`config.mk`:
```
export PLATFORM = sky130hd
export DESIGN_NAME = keypad_lock_ctrl
export DESIGN_NICKNAME = d
export VERILOG_FILES = /design/src/rtl/keypad_lock_ctrl.sv
export SDC_FILE = /design/constraint.sdc
export NUM_CORES = 1
export LEC_CHECK = 0
export CORE_ASPECT_RATIO = 1.1
export CORE_MARGIN = 3
export CORE_UTILIZATION = 53
export CTS_CLUSTER_SIZE = 24
export DETAILED_ROUTE_END_ITERATION = 8
export PLACE_DENSITY = 0.78
export SLEW_MARGIN = 20
export SYNTH_ARGS = -nofsm -noshare
export SYNTH_HDL_FRONTEND = slang
export SYNTH_SLANG_ARGS = --single-unit
```
`constraint.sdc`:
```
create_clock -name clk -period 2.35 [get_ports clk]
set_input_delay 0.235 -clock clk [delete_from_list [all_inputs] [get_ports clk]]
set_output_delay 0.235 -clock clk [all_outputs]
set_load 0.03 [all_outputs]
```
`src/rtl/keypad_lock_ctrl.sv`:
```
// -----------------------------------------------------------------------------
// keypad_lock_ctrl
//   Password-box controller behind a 4x4 keypad scanner. Debounces the
//   scanner's key code / any-column flag into single key events, collects
//   digit entries, checks them against a stored password and drives the
//   unlock / alarm / lockout status. The password can be changed while open.
//
// Ports
//   clk        in   system clock, rising edge
//   rst_n      in   asynchronous active-low reset
//   key_hit    in   high while any keypad column reads active
//   key[3:0]   in   scanner key code: 0-9 digit, A clear, B enter,
//                   C lock/abort, F set password, D/E unused
//   key_evt    out  one-cycle pulse per accepted (debounced) press
//   key_code   out  code captured with key_evt, held until the next event
//   digit_cnt  out  digits held in the entry buffer (0..LEN)
//   unlocked   out  high in OPEN and SET
//   set_mode   out  high in SET
//   alarm      out  high in LOCKOUT
//   ok_pulse   out  one-cycle pulse: correct entry or password stored
//   err_pulse  out  one-cycle pulse: rejected entry
//   fail_cnt   out  consecutive failures, saturating at MAX_FAIL
// -----------------------------------------------------------------------------
module keypad_lock_ctrl #(
  parameter int unsigned        LEN         = 4,
  parameter int unsigned        DEB_CYCLES  = 16,
  parameter int unsigned        MAX_FAIL    = 3,
  parameter int unsigned        LOCK_CYCLES = 1000,
  parameter logic [4*LEN-1:0]   DEFAULT_PW  = 16'h1234
) (
  input  logic       clk,
  input  logic       rst_n,
  input  logic       key_hit,
  input  logic [3:0] key,
  output logic       key_evt,
  output logic [3:0] key_code,
  output logic [3:0] digit_cnt,
  output logic       unlocked,
  output logic       set_mode,
  output logic       alarm,
  output logic       ok_pulse,
  output logic       err_pulse,
  output logic [1:0] fail_cnt
);

  localparam int unsigned BW = 4 * LEN;
  localparam int unsigned DW = $clog2(DEB_CYCLES + 1);
  localparam int unsigned LW = $clog2(LOCK_CYCLES + 1);

  localparam logic [DW-1:0] DEB_MAX  = DW'(DEB_CYCLES - 1);
  localparam logic [DW-1:0] REL_MAX  = DW'(DEB_CYCLES);
  localparam logic [LW-1:0] LOCK_END = LW'(LOCK_CYCLES - 1);
  localparam logic [3:0]    LEN_C    = 4'(LEN);
  localparam logic [1:0]    FAIL_MAX = 2'(MAX_FAIL);

  localparam logic [3:0] K_CLR = 4'hA;
  localparam logic [3:0] K_ENT = 4'hB;
  localparam logic [3:0] K_LCK = 4'hC;
  localparam logic [3:0] K_SET = 4'hF;

  typedef enum logic [1:0] {
    ST_ENTRY,
    ST_OPEN,
    ST_SET,
    ST_LOCKOUT
  } state_e;

  // ---------------------------------------------------------------------------
  // Debounce
  // ---------------------------------------------------------------------------
  logic [3:0]    key_q;
  logic          hit_q;
  logic          pressed_q, pressed_d;
  logic [DW-1:0] deb_q, deb_d;
  logic [DW-1:0] rel_q, rel_d;
  logic          key_evt_q;
  logic [3:0]    key_code_q;
  logic          stable;
  logic          fire;

  always_comb begin
    // NOTE: every always_comb output gets a default first so no path can leave it unassigned (no latch).
    deb_d     = '0;
    rel_d     = '0;
    pressed_d = pressed_q;
    // The previous-cycle hit qualifier makes the first cycle of a press count
    // as sample zero, independent of what code the scanner showed while idle.
    stable    = key_hit && hit_q && (key == key_q);
    if (stable) deb_d = (deb_q == DEB_MAX) ? deb_q : deb_q + 1'b1;
    if (!key_hit) rel_d = (rel_q == REL_MAX) ? rel_q : rel_q + 1'b1;
    fire = (deb_d == DEB_MAX) && !pressed_q;
    if (fire) begin
      pressed_d = 1'b1;
    end else if (rel_d == REL_MAX) begin
      pressed_d = 1'b0;
    end
  end

  always_ff @(posedge clk or negedge rst_n) begin
    if (!rst_n) begin
      key_q      <= '0;
      hit_q      <= 1'b0;
      pressed_q  <= 1'b0;
      deb_q      <= '0;
      rel_q      <= '0;
      key_evt_q  <= 1'b0;
      key_code_q <= '0;
    end else begin
      // NOTE: sequential state uses non-blocking assignments so all flops update together at the edge.
      key_q     <= key;
      hit_q     <= key_hit;
      pressed_q <= pressed_d;
      deb_q     <= deb_d;
      rel_q     <= rel_d;
      key_evt_q <= fire;
      if (fire) key_code_q <= key;
    end
  end

  // ---------------------------------------------------------------------------
  // Lock FSM (consumes the registered event one cycle after key_evt)
  // ---------------------------------------------------------------------------
  state_e        state_q, state_d;
  logic [BW-1:0] buf_q, buf_d;
  logic [BW-1:0] pw_q, pw_d;
  logic [3:0]    dc_q, dc_d;
  logic [1:0]    fail_q, fail_d;
  logic [LW-1:0] lock_q, lock_d;
  logic          ok_d, err_d;
  logic          ok_q, err_q, unl_q, set_q, alarm_q;
  logic          is_digit;

  always_comb begin
    state_d  = state_q;
    buf_d    = buf_q;
    pw_d     = pw_q;
    dc_d     = dc_q;
    fail_d   = fail_q;
    lock_d   = '0;
    ok_d     = 1'b0;
    err_d    = 1'b0;
    is_digit = (key_code_q <= 4'd9);

    // Digit collection and clear are shared by ENTRY and SET.
    if (key_evt_q && (state_q == ST_ENTRY || state_q == ST_SET)) begin
      if (is_digit && dc_q < LEN_C) begin
        buf_d = (buf_q << 4) | BW'(key_code_q);
        dc_d  = dc_q + 4'd1;
      end else if (key_code_q == K_CLR) begin
        buf_d = '0;
        dc_d  = '0;
      end
    end

    unique case (state_q)
      ST_ENTRY: begin
        if (key_evt_q && key_code_q == K_ENT) begin
          if (dc_q == LEN_C && buf_q == pw_q) begin
            ok_d    = 1'b1;
            fail_d  = '0;
            state_d = ST_OPEN;
          end else begin
            err_d  = 1'b1;
            fail_d = fail_q + 2'd1;
            if (fail_d == FAIL_MAX) state_d = ST_LOCKOUT;
          end
        end
      end
      ST_OPEN: begin
        if (key_evt_q && key_code_q == K_LCK) state_d = ST_ENTRY;
        if (key_evt_q && key_code_q == K_SET) state_d = ST_SET;
      end
      ST_SET: begin
        if (key_evt_q && key_code_q == K_ENT) begin
          if (dc_q == LEN_C) begin
            pw_d    = buf_q;
            ok_d    = 1'b1;
            state_d = ST_OPEN;
          end else begin
            err_d = 1'b1;
          end
        end else if (key_evt_q && key_code_q == K_LCK) begin
          state_d = ST_OPEN;
        end
      end
      ST_LOCKOUT: begin
        if (lock_q == LOCK_END) begin
          state_d = ST_ENTRY;
          fail_d  = '0;
        end else begin
          lock_d = lock_q + 1'b1;
        end
      end
      default: state_d = ST_ENTRY;
    endcase

    // Any state change discards a partial entry.
    if (state_d != state_q) begin
      buf_d = '0;
      dc_d  = '0;
    end
  end

  always_ff @(posedge clk or negedge rst_n) begin
    if (!rst_n) begin
      state_q <= ST_ENTRY;
      buf_q   <= '0;
      // NOTE: the password register is reset on purpose: a reset must restore the factory password.
      pw_q    <= DEFAULT_PW;
      dc_q    <= '0;
      fail_q  <= '0;
      lock_q  <= '0;
      ok_q    <= 1'b0;
      err_q   <= 1'b0;
      unl_q   <= 1'b0;
      set_q   <= 1'b0;
      alarm_q <= 1'b0;
    end else begin
      state_q <= state_d;
      buf_q   <= buf_d;
      pw_q    <= pw_d;
      dc_q    <= dc_d;
      fail_q  <= fail_d;
      lock_q  <= lock_d;
      ok_q    <= ok_d;
      err_q   <= err_d;
      unl_q   <= (state_d == ST_OPEN) || (state_d == ST_SET);
      set_q   <= (state_d == ST_SET);
      alarm_q <= (state_d == ST_LOCKOUT);
    end
  end

  assign key_evt   = key_evt_q;
  assign key_code  = key_code_q;
  assign digit_cnt = dc_q;
  assign unlocked  = unl_q;
  assign set_mode  = set_q;
  assign alarm     = alarm_q;
  assign ok_pulse  = ok_q;
  assign err_pulse = err_q;
  assign fail_cnt  = fail_q;

endmodule

```
; ---- Yosys cells after proc, flatten, opt, wreduce, memory -nomap -nowiden
; Index checks and enable logic that the tools add are counted.
[word_totals]
elab_cells = 108
ff_bits = 76
[classes]
add_sub_neg = 5
n_eq_ne = 22
order_cmp = 2
bitwise_logic = 1
n_mux = 40
n_reduce_logical = 20
[ops]
columns = cell, count
row1 = two-way mux 16 bit, 4
row2 = two-way mux 2 bit, 12
row3 = two-way mux 10 bit, 2
row4 = two-way mux 5 bit, 4
row5 = equality test 16 bit, 1
row6 = "equality test 4 bit, second input constant", 4
row7 = two-way mux 4 bit, 4
row8 = OR 16 x 4 -> 16 bit, 1
row9 = "adder 10 x 1 -> 10 bit, second input constant", 1
row10 = "adder 5 x 1 -> 5 bit, second input constant", 2
row11 = "equality test 10 bit, second input constant", 1
row12 = "equality test 2 bit, second input constant", 5
row13 = "equality test 5 x 4 -> 1 bit, second input constant", 2
row14 = "equality test 5 bit, second input constant", 2
row15 = two-way mux 1 bit, 10
row16 = logical AND 1 bit, 9
row17 = one-hot mux 2 bit (4 select lines), 1
row18 = AND reduction 3 bit, 2
row19 = nonzero test 2 bit, 3
row20 = "adder 4 x 1 -> 4 bit, second input constant", 1
row21 = "equality test 2 x 1 -> 1 bit, second input constant", 2
row22 = "equality test 4 x 3 -> 1 bit, second input constant", 1
row23 = equality test 4 bit, 1
row24 = "<= comparator 4 bit, second input constant", 1
row25 = 12 further kinds, 14

; ---- Depth between registers and ports, before layout
; Gate-level depths: netlist of the first run.
[logic_depth]
depth_word = 9
ltp_mapped = 9

; ---- Worst setup path before layout of the first run
; OpenSTA, ideal clock, no wires.
[synth_timing]
path_type = register to register
start = register key_code_q[0], in the netlist key_code[0]
end = register dc_q[0], in the netlist digit_cnt[0]
slack_ns = 0.111
path_buffers = 2
arrival_ns = 2.145
t_required_ns = 2.255
path_stages_with_launch = 9
path_cell_list = dfrtp_1 -> buf_2 -> nand4_2 -> nor4_4 -> or4_1 -> o211ai_2 -> xnor2_1 -> buf_6 -> nor4_4
[synth_between]
elab_chain_len = 8
elab_cells_between_ends = 22
classes_between = order compare (1) / eq/ne (5) / mux (9) / reduce/logical (7)
[synth_rtl]
columns = item, line
row1 = "start, declared", 77  ; logic [3:0] key_code_q;
row2 = "start signal, assigned", 116  ; if (fire) key_code_q <= key;
row3 = equality test 4 bit, "170, 182"
row4 = logical AND 1 bit, "170, 182"
row5 = "two-way mux 2 bit, on equally long branches", "182, 170"
row6 = "two-way mux 2 bit, on equally long branches", "174, 171"
row7 = one-hot mux 2 bit (4 select lines), 155  ; unique case (state_q)
row8 = != test 2 bit, 198  ; if (state_d != state_q) begin
row9 = nonzero test 3 bit (no line) / nonzero test 2 bit (equally long branches), -
row10 = AND reduction 2 bit (no line), -
row11 = "end signal, assigned", 210  ; dc_q <= '0;
row12 = "end signal, assigned", 222  ; dc_q <= dc_d;
row13 = "end, declared", 126  ; logic [3:0] dc_q, dc_d;
; Several ways; a longest one is shown, not always the timed one. The select of a mux whose other input is x is not followed.
; A chain may end at the register's enable or synchronous reset.

; ---- Worst setup path in the final report of the first run
[layout_timing]
start = register state_q[1]
end = register dc_q[0], in the netlist digit_cnt[0]
[layout_between]
elab_chain_len = 7
elab_cells_between_ends = 21
classes_between = eq/ne (4) / mux (11) / reduce/logical (6)
[layout_rtl]
columns = item, line
row1 = "start, declared", 123  ; state_e state_q, state_d;
row2 = "start signal, assigned", 219  ; state_q <= state_d;
row3 = two-way mux 2 bit, 165  ; if (fail_d == FAIL_MAX) state_d = ST_LOCKOUT;
row4 = two-way mux 2 bit, 158  ; if (dc_q == LEN_C && buf_q == pw_q) begin
row5 = two-way mux 2 bit, 157  ; if (key_evt_q && key_code_q == K_ENT) begin
row6 = one-hot mux 2 bit (4 select lines), 155
row7 = != test 2 bit, 198
row8 = nonzero test 3 bit (no line) / nonzero test 2 bit (equally long branches), -
row9 = AND reduction 2 bit (no line), -
; Several ways; a longest one is shown, not always the timed one.

==> run metrics, run 1 <==
DP Worst Slack=between 0.08 and 0.09 ns; result of the run=finished clean; most frequent cells after synthesis=71 x sky130_fd_sc_hd__dfrtp_1, 29 x sky130_fd_sc_hd__nor2_1, 24 x sky130_fd_sc_hd__nor3_1, 22 x sky130_fd_sc_hd__xnor2_1, 21 x sky130_fd_sc_hd__mux2_2; post-CTS clock slew at the launch and capture registers of the worst setup and hold paths=0.07 ns; Warnings, synthesis=0; floorplan die area=0.00805 sq mm; RSZ-0062 raised after global routing=false; synthesized flop and latch total=76; Total Routing Usage GR=19.8%; internal power=0.00189 W; post-synth top area cell=sky130_fd_sc_hd__dfrtp_1; largest cells by area after synthesis=sky130_fd_sc_hd__dfrtp_1 48%, sky130_fd_sc_hd__mux2_2 6.4%, sky130_fd_sc_hd__xnor2_1 5.2%, sky130_fd_sc_hd__ha_1 4.4%, sky130_fd_sc_hd__a22oi_1 3.6%; Worst Max-Slew Pin Slew=between 0.9 and 1 ns; vias in the first global route=2665; HPWL after detailed placement=4940 um; crit path launch type=flip-flop; pin count of the biggest net entering global routing=77; Clk network pwr share=41.9%; worst min path class=input port to async pin; count of cell types in the netlist=46; Crit-path slowest cell=sky130_fd_sc_hd__dfrtp_1; most frequent cell after synthesis=sky130_fd_sc_hd__dfrtp_1; number of top-level pins=23; initial antenna violation count=0; Overflow after GRT=0; site row count=31; initial cell density of the core=55.4%; Iter 0 DRT Violations=~200; CTS Hold Bufs=0; synthesized cell area=around 0.0037 sq mm; overall routed net length=7180 um; worst-case clock skew=0.00418 ns; Post-synth top flop=sky130_fd_sc_hd__dfrtp_1; proportion of power drawn by combinational gates=2.4%; Mapped Cells=335; cell mode on critical path=sky130_fd_sc_hd__inv_1; setup violation total in the final timing report=0; first-pass GRT wire length=12500 um; sort of element at the end of the critical path=flip-flop; Clk Tree Root Cell=sky130_fd_sc_hd__clkbuf_8; critical path arrival=2.50 ns; total power per unit cell area=548 mW/mm^2; launch point of the critical path=state_q[1]; width of the die=85.8 um; area of placed instances=just over 0.004 sq mm; number of vias per cell after detailed routing=between 5 and 6; number of buffers added by the clock tree synthesis step=9; H-tree levels=3; category of the most critical setup path=flip-flop to flip-flop; average wire per cell in the routed design=15.6 um; number of hold-slack violations in the final timing report=0; total power after layout=0.00238 W; post-route core utilization=64.6%; fin nets=slightly below 400; CTS max path bufs=2; Worst Slack Setup Final=around 0.11 ns; total vias in the final route=2671; Async S/R FF share, synth=100%; final sum of negative setup slack=0 ns; Max-Cap Viols=0; clk sinks=76; clock latency reported for the late side of the worst-skew pair=0.34 ns; final design instance area without fill=around 0.0043 sq mm; die height=93.8 um; fraction of post-synthesis cell area in the top cell type by area=between 40% and 50%; maximum VDD drop=0.000463 V; Max Fclk=446 MHz; layout cells sized above 1=between 10% and 20%; 1st-pass router iterations=4; critical path's largest stage delay=0.49 ns; Cell Chain, Critical Path=inv_1, ha_1, buf_4, inv_1, nor2_1, a32oi_1, o211ai_2, xnor2_1, buf_12, nor4_4; number of port buffers=22; shortest period the worst path allows=between 2 and 2.5 ns; setup slack on the worst flop-to-flop path=~0.11 ns; crit share post-route=95.4%; Sw Pwr=0.000489 W; mean instance size in the synthesized netlist=11.1 sq um; CTS tree=done; source of the worst register-to-register timing path=state_q[1]; Core Box Area=0.00671 sq mm; number of synthesized flops with an enable pin=0; Sw Ratio=20.6%; final weighted congestion in routability-driven placement=0.970; Seq/Total Area, Yosys=around 50%; required time of the critical path=2.60 ns; worst-case headroom to the max-slew limit=38.8%; crit-path max FO=20; proportion of power drawn by flip-flops and latches=between 50 and 60%; reported leakage power=1.92 nW; antenna fix cells=0; DR DRC count=0; area delta synth->final=16.6%; residual antenna-violating net count after detailed routing=0; Post-Synthesis Net Count=355; count of pins over their slew limit=0
[power groups by stage]
| stage | Clock (W) | Combinational [W] | Sequential [W] |
|---|---|---|---|
| 2_1_floorplan | 0 | 0.0000178 | 0.00135 |
| 3_3_place_gp | 0 | 0.0000596 | 0.00135 |
| 3_5_place_dp | 0 | 0.0000598 | 0.00135 |
| 4_1_cts | 0.00103 | 0.0000605 | 0.00132 |
| 5_1_grt | 0.00109 | 0.0000676 | 0.00132 |
| 6_report | 0.000997 | 0.0000577 | 0.00132 |
[routing by layer]
| layer | wire (um) | GRT usage [%] | part of all wire (%) | vias to the layer above |
|---|---|---|---|---|
| met3 | 294 | 4.74 | 4.1 | 14 |
| met5 | 0 | 0 | 0 | - |
| met1 | 3160 | 25.8 | 44 | 1325 |
| met4 | 148 | 8.58 | 2.1 | 0 |
| li1 | - | - | - | 1269 |
| met2 | 3580 | 31.7 | 50 | 63 |
[what timing repair did]
item / 4_1_cts / 5_1_grt
gates resized for setup: 0 / 1
buffers inserted: 0 / 3
setup endpoints to repair: 0 / 24
endpoints found under the hold margin: 0 / 0
[path summary, 6_finish.rpt]
path                            cells past startpoint           end
worst max-delay path                               10  digit_cnt[0]
worst min-delay path                                1     lock_q[9]
worst max register to register                     10  digit_cnt[0]
worst min register to register                      1     lock_q[0]
max in group asynchronous                           1      unlocked
min in group clk                                    1      key_q[3]
[logic make-up after synthesis]
logic type                 synth area share [%]
buffers and inverters                      3.30
AOI/OAI and AO/OA                          8.79
xor gates and xnor gates                   8.01
muxes                                      6.63
DFF                                        51.3
adders and majority gates                  4.38
and+or+nand+nor                            17.5
[placed cells by master (no fill, tap or decap), types with 2 or more instances in the layout]
| cell type | n |
|---|---|
| sky130_fd_sc_hd__nand2b_1 | 3 |
| sky130_fd_sc_hd__buf_4 | 18 |
| sky130_fd_sc_hd__ha_1 | 13 |
| sky130_fd_sc_hd__inv_1 | 13 |
| sky130_fd_sc_hd__or3_1 | 2 |
| sky130_fd_sc_hd__a21oi_1 | 4 |
| sky130_fd_sc_hd__nor2b_1 | 2 |
| sky130_fd_sc_hd__or4_1 | 2 |
| sky130_fd_sc_hd__o211ai_1 | 2 |
| sky130_fd_sc_hd__clkbuf_1 | 4 |
| sky130_fd_sc_hd__mux2_2 | 21 |
| sky130_fd_sc_hd__buf_12 | 2 |
| sky130_fd_sc_hd__nand4b_1 | 2 |
| sky130_fd_sc_hd__o21ai_0 | 11 |
| sky130_fd_sc_hd__a21o_1 | 2 |
| sky130_fd_sc_hd__xnor2_1 | 22 |
| sky130_fd_sc_hd__nand2_1 | 13 |
| sky130_fd_sc_hd__nor4_1 | 2 |
| sky130_fd_sc_hd__nor4_4 | 3 |
| sky130_fd_sc_hd__nand3b_1 | 3 |
| sky130_fd_sc_hd__dfrtp_1 | 71 |
| sky130_fd_sc_hd__clkbuf_8 | 11 |
| sky130_fd_sc_hd__nor2_1 | 29 |
| sky130_fd_sc_hd__xor2_1 | 12 |
| sky130_fd_sc_hd__and2_1 | 2 |
| sky130_fd_sc_hd__nand3_1 | 13 |
| sky130_fd_sc_hd__clkdlybuf4s50_1 | 21 |
| sky130_fd_sc_hd__nor3_1 | 24 |
| sky130_fd_sc_hd__dfstp_2 | 5 |
| sky130_fd_sc_hd__nand4_1 | 7 |
| sky130_fd_sc_hd__o31ai_1 | 3 |
| sky130_fd_sc_hd__a22oi_1 | 18 |
[final cells by class]
| cell class | count | area (sq um) |
|---|---|---|
| multi-input cells | 231 | 1690 |
| clock inverters | 1 | 30.0 |
| clock buffers | 15 | 166 |
| inverters | 13 | 48.8 |
| fillers | 508 | 2380 |
| repair buffers | 41 | 385 |
| flip-flops and latches | 76 | 1910 |
| well taps | 82 | 103 |
[worst max-delay path, delay by kind of cell, from the launching register on]
family / cells / cell delay [ns]
XOR/XNOR: 1 / 0.18
adder cells (fa/ha/maj): 1 / 0.27
buffers and inverters: 4 / 0.54
AND/OR/NAND/NOR: 2 / 0.32
flip-flops: 1 / 0.49
AO/OA/AOI/OAI: 2 / 0.34
[flip-flops by register name (all words and copies together) (netlist names)]
register / count
set_mode: 1
key_code: 4
hit_q: 1
err_pulse: 1
lock_q: 10
pw_q: 16
rel_q: 5
unlocked: 1
deb_q: 5
pressed_q: 1
digit_cnt: 4
alarm: 1
key_q: 4
fail_cnt: 2
key_evt: 1
ok_pulse: 1
buf_q: 16
state_q: 2
[stage by stage]
stage	instances	hold slack, ns
finish	459	0.00712
global route	459	0.0868
CTS	456	0.0555
detailed placement	440	0.434
global placement	440	0.429
floorplan	335	-0.0606
Note: power is estimated with default switching activity, not from simulation.
==> run 2: changes to the inputs <==
--- a/config.mk
+++ b/config.mk
@@ -10,6 +10,7 @@
 export CORE_UTILIZATION = 53
 export CTS_CLUSTER_SIZE = 24
 export DETAILED_ROUTE_END_ITERATION = 8
+export GPL_ROUTABILITY_DRIVEN = 0
 export PLACE_DENSITY = 0.78
 export SLEW_MARGIN = 20
 export SYNTH_ARGS = -nofsm -noshare
==> run 2 against run 1 <==
  * Via count fell by 2.3%
  * Flip-flop and latch count did not move
  * Global-route usage shrank 0.73 points
  * Routed wire length shrank 2.6%
  * Count of clock-buffer cells in the layout decreased by 1
  * Register-to-register slack better by 0.02 ns
  * Setup slack improved by 0.021 ns
  * Clock skew up 0.0039 ns
==> run metrics, run 2 (synthesis gave the netlist of run 1 again) <==
clk sinks=76; number of top-level pins=23; crit path launch type=flip-flop; cell mode on critical path=sky130_fd_sc_hd__nor4_4; maximum VDD drop=0.000372 V; overall routed net length=between 6000 and 7000 um; CTS Hold Bufs=0; total vias in the final route=2610; initial antenna violation count=0; Total Routing Usage GR=19.1%; DR DRC count=0; worst-case headroom to the max-slew limit=40.0%; area of combinational cells with multiple inputs=0.00169 sq mm; Largest regs=buf_q (16), pw_q (16), lock_q (10); GRT busiest layer=met2; 1st-pass router iterations=4; category of the most critical setup path=flip-flop to flip-flop; number of cells on the worst reg-to-reg path=7; number of vias per cell after detailed routing=5.70; site row count=31; HPWL after detailed placement=4940 um; number of hold-slack violations in the final timing report=0; GR met3 Demand/Resource=under 10%; Crit-path slowest cell=sky130_fd_sc_hd__dfstp_2; average wire per cell in the routed design=15.3 um; source of the worst register-to-register timing path=pw_q[2]; setup violation total in the final timing report=0; Cell Chain, Critical Path=xnor2_1, nand4_1, nor4_4, a311o_1, o211ai_1, buf_12, nor4_4; top library cells by usage in the layout, fill and taps aside=70 x sky130_fd_sc_hd__dfrtp_1, 29 x sky130_fd_sc_hd__nor2_1, 24 x sky130_fd_sc_hd__nor3_1; Core Box Area=between 0.006 and 0.007 sq mm; critical path's largest stage delay=about 0.54 ns; initial cell density of the core=55.4%; CTS max path bufs=2; most common library cell in the layout ignoring fill and taps=sky130_fd_sc_hd__dfrtp_1; worst min path class=input port to async pin; count of pins over their slew limit=0; number of port buffers=22; H-tree levels=3; vias in the first global route=2634; met1 usage=between 20% and 30%; Max-Cap Viols=0; crit share post-route=approximately 95%; Max Fclk=450 MHz; Iter 0 DRT Violations=122; Worst Max-Slew Pin Slew=0.900 ns; filler cell count in the final layout=546; fin nets=approximately 400; width of the die=between 80 and 90 um; die height=roughly 94 um; setup slack on the worst flop-to-flop path=0.13 ns; Clk Tree Root Cell=sky130_fd_sc_hd__clkbuf_8; residual antenna-violating net count after detailed routing=0; Overflow after GRT=0; top cell family by delay on the critical path=simple AND/OR/NAND/NOR gates; crit-path max FO=20; critical path arrival=2.48 ns; pin count of the biggest net entering global routing=77; RSZ-0062 raised after global routing=false; reported leakage power=between 1.5 and 2 nW; clock latency reported for the late side of the worst-skew pair=0.34 ns; CTS tree=done; post-route core utilization=64.0%; total power per unit cell area=518 mW/mm^2; antenna fix cells=0; total buffers and inverters traversed by the critical path=1; shortest period the worst path allows=2.22 ns; endpoint of the worst-slack reg-to-reg timing path=digit_cnt[0]; floorplan die area=just over 0.008 sq mm; required time of the critical path=2.61 ns; result of the run=finished clean; layout cells sized above 1=between 15 and 20%; sort of element at the end of the critical path=flip-flop; total area of sequential cells=0.00191 sq mm; area delta synth->final=15.6%; final sum of negative setup slack=0 ns; worst-case clock skew=0.00812 ns; number of buffers added by the clock tree synthesis step=9; global routing met2 resource utilization=31.7%; post-CTS clock slew at the launch and capture registers of the worst setup and hold paths=0.07 ns; first-pass GRT wire length=approximately 12000 um
## run 2: changes by cell type in the layout (fill, tap and decap cells not counted), sizes merged
cell and delta:
clkinv +2, clkbuf -1, buf -1, bufinv -1
## run 2: repair_timing
item | in CTS | in global routing
endpoints found under the setup margin | 0 | 10
buffers inserted | 0 | 1
gates resized for setup | 0 | 2
## run 2: final cells by class
class | count | area share, %
clock buffers | 14 | 3.55
repair buffers | 40 | 8.80
clock inverters | 2 | 0.233
inverters | 13 | 1.14
multi-input cells | 231 | 39.4
flip-flops and latches | 76 | 44.5
well taps | 82 | 2.39
## run 2: worst register-to-register path: stages (launching register included)
cell                       delay [ns]
sky130_fd_sc_hd__dfstp_2         0.54
sky130_fd_sc_hd__xnor2_1         0.13
sky130_fd_sc_hd__nand4_1         0.17
sky130_fd_sc_hd__nor4_4          0.48
sky130_fd_sc_hd__a311o_1         0.25
sky130_fd_sc_hd__o211ai_1        0.14
sky130_fd_sc_hd__buf_12          0.20
sky130_fd_sc_hd__nor4_4          0.24
## run 2: worst max path at each step
stage,slack (ns),to,cells after the start,startpoint
floorplan,0.11,digit_cnt[0],8,key_code[0]
global placement,0.15,digit_cnt[0],7,pw_q[2]
detailed placement,0.12,digit_cnt[0],7,pw_q[2]
CTS,0.1,digit_cnt[0],7,pw_q[2]
global route,0.02,digit_cnt[0],7,pw_q[2]
finish,0.13,digit_cnt[0],7,pw_q[2]
## run 2: layer usage
layer,vias to the layer above,wire length [um]
li1,1255,-
met1,1291,3060
met2,51,3530
met3,13,240
met4,0,158
met5,-,0
## run 2: report_power, final
part	internal (W)	switching (W)
logic	0.0000209	0.0000386
clock network	0.000411	0.000431
registers	0.00132	0.00000564
## run 2: per-stage QoR
stage / instance area, sq um / total power [W] / hold WS, ns / worst slack, ns / instances
5_1_grt: 4290 / 0.00231 / 0.109 / 0.0192 / 458
2_1_floorplan: 3720 / 0.00136 / -0.0606 / 0.111 / 335
3_3_place_gp: 4120 / 0.00141 / 0.428 / 0.151 / 441
4_1_cts: 4280 / 0.00225 / 0.0561 / 0.0972 / 457
6_report: 4290 / 0.00222 / 0.0308 / 0.129 / 458
3_5_place_dp: 4120 / 0.00141 / 0.429 / 0.123 / 441
==> run 3: changes to the inputs <==
==> constraint.sdc (replaced) <==
create_clock -name clk -period 2.35 [get_ports clk]
set_input_delay 0.3525 -clock clk [delete_from_list [all_inputs] [get_ports clk]]
set_output_delay 0.3525 -clock clk [all_outputs]
set_load 0.03 [all_outputs]
==> run 3 against run 2 <==
  * Count of clock-buffer cells in the layout up 1
  * Sequential power about the same
  * Routed wire length up 4.1%
  * Highest routed layer unchanged
  * Core utilization up 0.99 points
  * Combinational power up 7.6%
  * Largest power group unchanged
==> run metrics, run 3 (synthesis gave the netlist of run 1 again) <==
DR DRC count=0; overall routed net length=approximately 7300 um; HPWL after detailed placement=~5000 um; floorplan die area=0.00805 sq mm; number of cells on the worst reg-to-reg path=9; worst-case clock skew=0.0117 ns; source of the worst register-to-register timing path=digit_cnt[0]; setup slack on the worst flop-to-flop path=0.13 ns; area of placed instances=between 0.004 and 0.005 sq mm; Core Box Area=between 0.006 and 0.007 sq mm; endpoint of the worst setup timing path=digit_cnt[0]; average wire per cell in the routed design=15.8 um; clk sinks=76; required time of the critical path=2.61 ns; Overflow after GRT=0; number of vias per cell after detailed routing=5.77; first-pass GRT wire length=12600 um; worst min path class=input port to async pin; residual antenna-violating net count after detailed routing=0; total vias in the final route=2660; Max Fclk=451 MHz; reported leakage power=1.94 nW; number of cells in the design after placement=~440; uppermost layer routed=met4; final design instance area without fill=0.00436 sq mm; top library cells by usage in the layout, fill and taps aside=70 x sky130_fd_sc_hd__dfrtp_1, 29 x sky130_fd_sc_hd__nor2_1, 24 x sky130_fd_sc_hd__nor3_1; number of port buffers=22; crit-path max FO=20; Largest regs=buf_q (16), pw_q (16), lock_q (10); endpoint of the worst-slack reg-to-reg timing path=digit_cnt[0]; Detail Route met2 WL=3560 um; routed wl met3=~230 um; area delta synth->final=17.3%; initial cell density of the core=55.4%; crit share post-route=94.3%; Worst Max-Slew Pin Slew=roughly 0.4 ns; total power per unit cell area=533 mW/mm^2; most common library cell in the layout ignoring fill and taps=sky130_fd_sc_hd__dfrtp_1; Iter 0 DRT Violations=approximately 220; width of the die=85.8 um; crit path launch type=flip-flop; post-CTS clock slew at the launch and capture registers of the worst setup and hold paths=0.08 ns; Max-Cap Viols=0; site row count=31; Clk Tree Root Cell=sky130_fd_sc_hd__clkbuf_8; maximum VDD drop=0.000396 V; H-tree levels=3; critical path arrival=2.47 ns; worst hold slack=0.479 ns; CTS tree=done; category of the most critical setup path=flip-flop to flip-flop; Met1 Wirelength=3160 um; pin count of the biggest net entering global routing=47; shortest period the worst path allows=2.22 ns; launch point of the critical path=digit_cnt[0]; number of top-level pins=23; sort of element at the end of the critical path=flip-flop; setup violation total in the final timing report=0; count of pins over their slew limit=0; post-route core utilization=approximately two thirds; 1st-pass router iterations=6; antenna fix cells=0; CTS max path bufs=2; result of the run=finished clean; layout cells sized above 1=between 10% and 20%; worst-case headroom to the max-slew limit=73.4%; Total Routing Usage GR=20.0%; number of hold-slack violations in the final timing report=0; initial antenna violation count=0; number of buffers added by the clock tree synthesis step=9; number of standard cells in the final layout excluding fillers=461; vias in the first global route=2659; clock latency reported for the late side of the worst-skew pair=0.34 ns; die height=93.8 um; fin nets=394
==> run 3: changes by cell type in the layout (fill, tap and decap cells not counted), sizes merged <==
| cell | change |
|---|---|
| clkbuf | +1 |
| dlygate4sd3 | +1 |
| clkinv | -1 |
| buf | +2 |
==> run 3: repair_timing <==
action,CTS,global route
gates resized for setup,0,2
hold buffers,1,0
setup buffers,0,2
setup endpoints to repair,0,11
endpoints found under the hold margin,30,0
==> run 3: layout make-up <==
type / instances / area [sq um]
fillers: 535 / 2350
flip-flops and latches: 76 / 1910
multi-input cells: 231 / 1690
repair buffers: 43 / 415
clock buffers: 15 / 186
well taps: 82 / 103
inverters: 13 / 48.8
clock inverters: 1 / 5.00
==> run 3: worst max-delay path, cell delays in order, from the launching register on <==
cell and delay [ns]:
sky130_fd_sc_hd__dfrtp_1 0.42, sky130_fd_sc_hd__inv_1 0.09, sky130_fd_sc_hd__ha_1 0.22, sky130_fd_sc_hd__and3b_1 0.27, sky130_fd_sc_hd__o211ai_1 0.13, sky130_fd_sc_hd__a32oi_1 0.22
sky130_fd_sc_hd__o211ai_2 0.15, sky130_fd_sc_hd__xnor2_1 0.18, sky130_fd_sc_hd__buf_12 0.17, sky130_fd_sc_hd__nor4_4 0.25
==> run 3: report_power, final <==
| group | switching, W | total [W] | internal (W) | leakage, nW |
|---|---|---|---|---|
| registers | 0.00000596 | 0.00132 | 0.00132 | 1.03 |
| clock network | 0.000439 | 0.000938 | 0.000499 | 0.0997 |
| logic | 0.0000396 | 0.0000640 | 0.0000244 | 0.810 |
==> run 3: how the worst min path moves through the flow <==
stage,cells after the start,end,slack (ns)
2_1_floorplan,0,alarm,0.06
3_3_place_gp,1,lock_q[4],0.30
3_5_place_dp,1,lock_q[3],0.31
4_1_cts,2,lock_q[3],0.48
5_1_grt,2,lock_q[3],0.50
6_report,2,lock_q[3],0.48
==> run 3: per-layer routing <==
| metal | vias to the layer above | global-route usage, % |
|---|---|---|
| li1 | 1265 | - |
| met1 | 1305 | 24.2 |
| met2 | 63 | 33.0 |
| met3 | 27 | 3.68 |
| met4 | 0 | 12.0 |
| met5 | - | 0 |
==> run 3: stage by stage <==
stage | setup slack (ns) | power (W) | TNS (ns)
CTS | 0.115 | 0.00235 | 0
global route | -0.0112 | 0.00242 | -0.0201
detailed placement | 0.0466 | 0.00141 | 0
global placement | 0.151 | 0.00141 | 0
floorplan | 0.111 | 0.00136 | 0
finish | 0.133 | 0.00232 | 0
